**config.mk**
```make
export PLATFORM = sky130hd
export DESIGN_NAME = instr_sequencer
export DESIGN_NICKNAME = d
export VERILOG_FILES = /design/src/rtl/cpu_pkg.sv /design/src/rtl/instr_decoder.sv /design/src/rtl/instr_sequencer.sv
export SDC_FILE = /design/constraint.sdc
export NUM_CORES = 1
export LEC_CHECK = 0
export CORE_ASPECT_RATIO = 0.7
export CORE_MARGIN = 2
export CORE_UTILIZATION = 37
export DETAILED_ROUTE_END_ITERATION = 8
export GPL_ROUTABILITY_DRIVEN = 0
export MAX_ROUTING_LAYER = met4
export PLACE_DENSITY = 0.79
export SLEW_MARGIN = 20
export SYNTH_ARGS = -nofsm -noshare
export SYNTH_HDL_FRONTEND = slang
export SYNTH_SLANG_ARGS = --single-unit
```
**constraint.sdc**
```tcl
create_clock -name clock -period 1.9 [get_ports clock]
set_input_delay 0.285 -clock clock [delete_from_list [all_inputs] [get_ports clock]]
set_output_delay 0.285 -clock clock [all_outputs]
set_load 0.01 [all_outputs]
```
**src/rtl/cpu_pkg.sv**
```systemverilog
// cpu_pkg: opcodes and sequencer state encoding shared by the sequencer, ALU and PC
package cpu_pkg;
   localparam logic [2:0] OP_HLT = 3'b000;
   localparam logic [2:0] OP_SKZ = 3'b001;
   localparam logic [2:0] OP_ADD = 3'b010;
   localparam logic [2:0] OP_AND = 3'b011;
   localparam logic [2:0] OP_XOR = 3'b100;
   localparam logic [2:0] OP_LDA = 3'b101;
   localparam logic [2:0] OP_STO = 3'b110;
   localparam logic [2:0] OP_JMP = 3'b111;

   typedef enum logic [3:0] {
      INST_ADDR, INST_FETCH, INST_LOAD, IDLE, OP_ADDR, OP_FETCH, ALU_OP, STORE, HALT, LOAD
   } seq_state_t;

   function automatic logic is_alu(input logic [2:0] op);
      return op == OP_ADD || op == OP_AND || op == OP_XOR;
   endfunction

   function automatic logic reads_operand(input logic [2:0] op);
      return is_alu(op) || op == OP_LDA;
   endfunction
endpackage

```
**src/rtl/instr_decoder.sv**
```systemverilog
// instr_decoder: Moore strobe decode from sequencer state and instruction register
module instr_decoder
   import cpu_pkg::*;
(
   input  seq_state_t state,
   input  logic [7:0] ir,
   input  logic [4:0] pc,
   output logic [4:0] mem_addr,
   output logic       mem_rd,
   output logic       mem_wr,
   output logic       pc_load,
   output logic       pc_en,
   output logic       alu_en,
   output logic       acc_ld,
   output logic       halted
);
   logic [2:0] op;
   logic       inst_phase;
   always_comb begin
      op         = ir[7:5];
      inst_phase = state inside {INST_ADDR, INST_FETCH, INST_LOAD, IDLE};
      mem_addr   = inst_phase ? pc : ir[4:0];
      mem_rd     = (state inside {INST_FETCH, INST_LOAD}) ||
                   ((state inside {OP_FETCH, ALU_OP}) && reads_operand(op));
      mem_wr     = state == STORE && op == OP_STO;
      pc_en      = state == STORE;
      alu_en     = state == ALU_OP && is_alu(op);
      acc_ld     = state == ALU_OP && reads_operand(op);
      pc_load    = state == LOAD;
      halted     = state == HALT;
   end
endmodule

```
**src/rtl/instr_sequencer.sv**
```systemverilog
// instr_sequencer: instruction fetch/decode FSM driving memory, ALU and PC control
module instr_sequencer
   import cpu_pkg::*;
(
   input  logic       clock,
   input  logic       reset,
   input  logic [4:0] pc,
   input  logic [7:0] mem_rdata,
   input  logic [7:0] acc,
   input  logic       load_req,
   input  logic       load_done,
   output logic [4:0] mem_addr,
   output logic       mem_rd,
   output logic       mem_wr,
   output logic [2:0] opcode,
   output logic [4:0] operand,
   output logic       skz_cmp,
   output logic       pc_load,
   output logic       pc_en,
   output logic       alu_en,
   output logic       acc_ld,
   output logic       halted
);
   seq_state_t state, state_nxt;
   logic [7:0] ir;

   assign opcode  = ir[7:5];
   assign operand = ir[4:0];

   always_ff @(posedge clock or posedge reset)
      if (reset) state <= INST_ADDR;
      else       state <= state_nxt;

   // a loader request wipes the instruction so nothing stale survives into LOAD
   always_ff @(posedge clock or posedge reset)
      if (reset) begin
         ir      <= '0;
         skz_cmp <= 1'b0;
      end else if (load_req || state == LOAD) begin
         ir      <= '0;
         skz_cmp <= 1'b0;
      end else begin
         if (state == INST_LOAD) ir <= mem_rdata;
         if (state == OP_ADDR) skz_cmp <= acc == 8'h00;
      end

   always_comb begin
      state_nxt = state;
      case (state)
         INST_ADDR:  state_nxt = INST_FETCH;
         INST_FETCH: state_nxt = INST_LOAD;
         INST_LOAD:  state_nxt = IDLE;
         IDLE:       state_nxt = opcode == OP_HLT ? HALT : OP_ADDR;
         OP_ADDR:    state_nxt = OP_FETCH;
         OP_FETCH:   state_nxt = ALU_OP;
         ALU_OP:     state_nxt = STORE;
         STORE:      state_nxt = INST_ADDR;
         HALT:       state_nxt = HALT;
         LOAD:       state_nxt = load_done ? INST_ADDR : LOAD;
         default:    state_nxt = INST_ADDR;
      endcase
      if (load_req) state_nxt = LOAD;
   end

   instr_decoder u_dec (
      .state   (state),
      .ir      (ir),
      .pc      (pc),
      .mem_addr(mem_addr),
      .mem_rd  (mem_rd),
      .mem_wr  (mem_wr),
      .pc_load (pc_load),
      .pc_en   (pc_en),
      .alu_en  (alu_en),
      .acc_ld  (acc_ld),
      .halted  (halted)
   );
endmodule

```
==> impl_metrics.csv, run 1 <==
group,metric,value,unit
status,status,"finished, violations left",
status,violations,"design-rule violations",
placement,preCtsSetupSlack,0.0360,ns
sta,setup_violations,0,
pwr,ir_drop,0.000340,V
yosys,ys_seq_area_share,41.7,%
routing,routedWlPerCell,13.8,µm
clock_network,clkTransAtPathRegs,0.09,ns
setup_path,ff2ff_setup_slack,0.18,ns
clock_network,cts_buffers,3,
clock_network,clock_sinks,13,
yosys,syn_nets,109,
routing,vias,814,
clock_network,clk_path_buf_depth,2,
setup_path,crit_fanout,5,
sta,fin_crit,1.83,ns
yosys,synth_ff_type,"dfrtp_1",
die,io_pins,46,
grt,grt_usage,21.3,%
setup_path,required,1.62,ns
placement,hpwlAfterDp,1.62,mm
sta,holdWs,0.316,ns
layout,num-nets-final,161,
yosys,synth_cell_type_count,26,
layout,n_antenna_cell,0,
die,start_util,40.7,%
routing,vias_per_cell,5.18,
die,rows,13,
sta,worstMarginPinSlew,0.526,ns
setup_path,start_kind,"flip-flop",
placement,placed_cell_area,1230,µm²
sta,skew,0.00992,ns
pwr,power_leakage,0.522,nW
yosys,synthTopCellsByArea,"dfrtp_1 42%, nand2_1 9.6%, mux2_2 7.2%, a21oi_1 5.1%, nor4b_4 3.0%",
layout,area_delta_synth_final,67.1,%
setup_path,r2r-start,"state[0]",
yosys,synth-edff-count,0,
routing,drc_errors,2,
sta,period_share,96.3,%
setup_path,reg2reg_to,"ir[7]",
placement,dp.cells,148,
yosys,async_reset_ff_share,100,%
grt,gr-max-usage-layer,"met2",
flow_run,max_cap_violations,0,
yosys,netlist_instances,84,
grt,grt_max_degree,14,
grt,antenna_found_initial,0,
min_path,min_path_type,"in2async",
yosys,netlist_area,781,µm²
setup_path,end_kind,"output port",
sta,max_freq,0.547,GHz
clock_network,h-tree-depth,1,
sta,setup_slack,0.0702,ns
layout,design_area,1310,µm²
yosys,yosysTopAreaCell,"dfrtp_1",
grt,use_met1,25.0,%
grt,overflow,0,
placement,port_buffers,45,
grt,grt_pass1_vias,831,
sta,final_max_slew_viol_count,0,
pwr,powerDensity,526,nW/µm²
routing,ant_nets,0,
yosys,synth_warnings,0,
setup_path,worstPathArrival,1.54,ns
pwr,total_power,687,µW
yosys,yosysTopAreaCellShare,41.7,%
grt,use_met2,34.7,%
clock_network,cts-root-buf,"clkbuf_4",
sta,slew-limit-headroom,64.9,%
grt,grtUsageMet3,7.41,%
grt,grt_pass1_wl,3.89,mm
clock_network,clk_latency,0.29,ns
sta,fin_tns_setup,0,ns
routing,drtPass1Iterations,6,
setup_path,crit_type,"reg2out",
die,fp.dieH,42.4,µm
die,dieArea,2500,µm²
yosys,synthTopCellsByCount,"20 x nand2_1, 13 x dfrtp_1, 8 x a21oi_1",
yosys,avgSynthCellArea,9.29,µm²
clock_network,cts_tree,"yes",
die,core_area,1920,µm²
yosys,synthMostInstantiatedCell,"nand2_1",
routing,totalWireLength,2.16,mm
clock_network,cts_hold_buffers,0,
setup_path,r2r_cells,4,
layout,drive_gt1_share,22.2,%
layout,post-route-util,68.0,%
routing,initialDrtViolationCount,23,
die,die_w,58.9,µm
layout,fin_cells,157,
yosys,ys_ff_latch,13,
sta,rsz0062_at_grt,"no",
sta,final_hold_viol_count,0,
## area by class of cell
cell class                 count  area, µm²
fill                         157        614
timing repair buffer          53        500
multi-input combinational     61        404
sequential                    13        332
tap                           22       27.5
clock buffer                   4       26.3
inverter                       4       15.0
## report_power, final
part           total [mW]  internal, mW  switching, mW
combinational       0.203         0.121         0.0824
clock               0.182        0.0819         0.0999
sequential          0.302         0.285         0.0169
total               0.687         0.488          0.199
## worst max-delay path, cell delays in order, from the launching register on
cell     delay, ns
dfrtp_2       0.44
nor2_2        0.12
buf_6         0.12
buf_4         0.11
mux2_2        0.31
buf_2         0.14
## cells in the final DEF (no fill, tap or decap), drive strengths merged
cell type,instances
a211oi,3
a21oi,10
a41oi,1
and4b,1
and4bb,1
buf,9
clkbuf,4
clkdlybuf4s15,4
clkdlybuf4s50,33
dfrtp,13
dlygate4sd2,7
inv,4
mux2,5
nand2,20
nand3b,1
nor2,3
nor3,4
nor3b,1
nor4,2
nor4b,3
o21ai,1
or2,1
or3,1
or4b,1
xnor2,2
## logic make-up after synthesis
kind of cell    after synthesis  synth area share (%)
xor+xnor                      2                  2.24
mux                           5                  7.21
compound gates               15                  12.7
flops                        13                  41.7
simple gates                 39                  28.2
buf+inv                      10                  8.01
## sequential cells by signal, summed over array words and instances (netlist names)
signal	cells
ir	8
skz_cmp	1
state	4
## how the worst max path moves through the flow
stage              from          end  slack, ns  cells past startpoint
2_1_floorplan  state[3]  mem_addr[0]       0.41                      3
3_3_place_gp   state[0]       halted       0.04                      2
3_5_place_dp   state[2]  mem_addr[0]       0.04                      4
4_1_cts        state[2]  mem_addr[2]       0.03                      4
5_1_grt        state[2]  mem_addr[2]      0.009                      4
6_report       state[2]  mem_addr[0]       0.07                      5
## metal layers
| layer | vias up | wire [µm] |
|---|---|---|
| met2 | 30 | 1030 |
| met1 | 388 | 952 |
| met3 | 3 | 162 |
| li1 | 393 | - |
| met4 | 0 | 20 |
| met5 | - | 0 |
## repair_timing
item	CTS	global route
endpoints found under the setup margin	12	6
resized for setup	21	7
pin swaps	2	2
setup buffers	5	0
Note: power is estimated with default switching activity, not from simulation.
==> run 2, diff against run 1 <==
SETUP_SLACK_MARGIN = 0.15   (was unset)
==> run 2 against run 1 <==
  * First-iteration DRC count rose by 13%
  * Cell count rose by 3.8%
  * Utilization rose by 2.5 points
  * Register-to-register slack barely moved
  * Non-clock buffer count rose by 6
  * Cell area rose by 3.6%
  * Sequential share of layout area fell by 0.80 points
  * Global-route usage rose by 1.6 points
  * Via count rose by 2.8%
  * Count of clock-buffer cells in the layout did not move
  * Combinational power rose by 14%
  * The flow still finishes with violations (design-rule violations)
  * Critical endpoint unchanged
  * Flip-flop and latch count did not move
  * Largest power group unchanged
==> impl_metrics.csv, run 2 (synthesized netlist as in run 1, its figures left out) <==
group,metric,value,unit
pwr,p_int,504,µW
sta,setup_violations,0,
sta,fin_crit,1.84,ns
sta,rsz0062_at_grt,"yes",
grt,antenna_found_initial,0,
grt,grt_pass1_wl,4.15,mm
layout,post-route-util,70.5,%
placement,hpwlAfterDp,1.62,mm
sta,max_freq,0.543,GHz
setup_path,crit_type,"reg2out",
pwr,power_leakage,0.545,nW
setup_path,end_kind,"output port",
layout,design_area,1350,µm²
layout,reg.largest.list,"ir: 8 flops, state: 4 flops, skz_cmp: 1 flops",
sta,setup_slack,0.0569,ns
pwr,switching_share,29.3,%
sta,slew-limit-headroom,64.6,%
pwr,ir_drop,0.000348,V
die,rows,13,
die,core_area,1920,µm²
layout,fill_cells,147,
clock_network,cts_tree,"yes",
layout,drive_gt1_share,34.0,%
clock_network,clkTransAtPathRegs,0.08,ns
setup_path,required,1.62,ns
die,start_util,40.7,%
pwr,combPwrFrac,32.4,%
layout,final_common_cell,"clkdlybuf4s50_1",
sta,final_hold_viol_count,0,
die,dieArea,2500,µm²
layout,mostFrequentLayoutCells,"33 x clkdlybuf4s50_1, 20 x nand2_1, 11 x buf_4",
clock_network,cts_hold_buffers,0,
routing,drtPass1Iterations,6,
setup_path,worstPathArrival,1.56,ns
grt,grt_usage,22.9,%
routing,totalWireLength,2.37,mm
sta,final_max_slew_viol_count,0,
placement,placed_cell_area,1230,µm²
grt,grt_pass1_vias,858,
routing,ant_nets,0,
clock_network,h-tree-depth,1,
pwr,powerDensity,527,nW/µm²
pwr,p_clk_share,25.4,%
routing,drc_errors,2,
die,die_w,58.9,µm
sta,fin_tns_setup,0,ns
routing,routedWlPerCell,14.5,µm
sta,skew,0.00641,ns
min_path,min_path_type,"in2async",
layout,largest-register,"ir",
routing,vias_per_cell,5.13,
clock_network,clock_sinks,13,
die,io_pins,46,
placement,port_buffers,45,
setup_path,crit_fanout,5,
sta,period_share,97.0,%
setup_path,start_kind,"flip-flop",
sta,holdWs,0.323,ns
grt,grt_max_degree,14,
layout,num-nets-final,167,
grt,overflow,0,
status,status,"finished, violations left",
flow_run,max_cap_violations,0,
die,fp.dieH,42.4,µm
clock_network,cts-root-buf,"clkbuf_4",
pwr,switchingPower,209,µW
layout,largest_reg_flops,8,
layout,area_delta_synth_final,73.2,%
routing,vias,837,
placement,preCtsSetupSlack,0.0360,ns
status,violations,"design-rule violations",
routing,initialDrtViolationCount,26,
clock_network,clk_path_buf_depth,2,
layout,n_antenna_cell,0,
clock_network,cts_buffers,3,
placement,dp.cells,148,
sta,worstMarginPinSlew,0.531,ns
pwr,pwr-share-seq,42.2,%
pwr,total_power,713,µW
layout,fin_cells,163,
clock_network,clk_latency,0.29,ns
==> run 2: power groups by stage <==
stage	combinational, mW	sequential (mW)	clock (mW)
6_report	0.231	0.301	0.181
5_1_grt	0.247	0.303	0.200
4_1_cts	0.223	0.300	0.182
3_5_place_dp	0.197	0.306	0
3_3_place_gp	0.193	0.305	0
2_1_floorplan	0.103	0.294	0
==> run 2: layer usage <==
layer / part of all wire [%] / track usage [%] / vias up
met5: 0 / - / -
met1: 43 / 27.6 / 404
li1: - / - / 406
met4: 0.84 / 5.45 / 0
met3: 6.8 / 7.41 / 3
met2: 49 / 37.1 / 24
==> run 2: area by class of cell <==
| class | instances | area [µm²] | area share [%] |
|---|---|---|---|
| multi-input cells | 61 | 413 | 30.5 |
| well taps | 22 | 27.5 | 2.04 |
| inverters | 4 | 15.0 | 1.11 |
| clock buffers | 4 | 26.3 | 1.94 |
| repair buffers | 59 | 538 | 39.8 |
| flip-flops and latches | 13 | 333 | 24.6 |
==> run 2: timing repair <==
action	CTS	global route
resized for setup	53	10
pin swaps	2	2
setup endpoints to repair	12	19
setup buffers	9	2
==> run 2: path summary, 6_finish.rpt <==
kind / startpoint / end / slack, ns / cells after the start
worst max-delay path: state[2] / mem_addr[0] / 0.06 / 6
worst min-delay path: reset / ir[3] / 0.32 / 2
worst max register to register: state[0] / ir[7] / 0.19 / 4
worst min register to register: ir[4] / ir[4] / 0.55 / 2
max in group asynchronous: reset / ir[6] / 1.19 / 2
min in group clock: mem_rdata[2] / ir[2] / 0.54 / 3
==> run 2: critical path: stages, from the launching register on <==
cell and delay, ns:
dfrtp_2 0.43, buf_6 0.13, nor2_4 0.07, buf_6 0.12, buf_6 0.10, mux2_4 0.29
buf_6 0.12
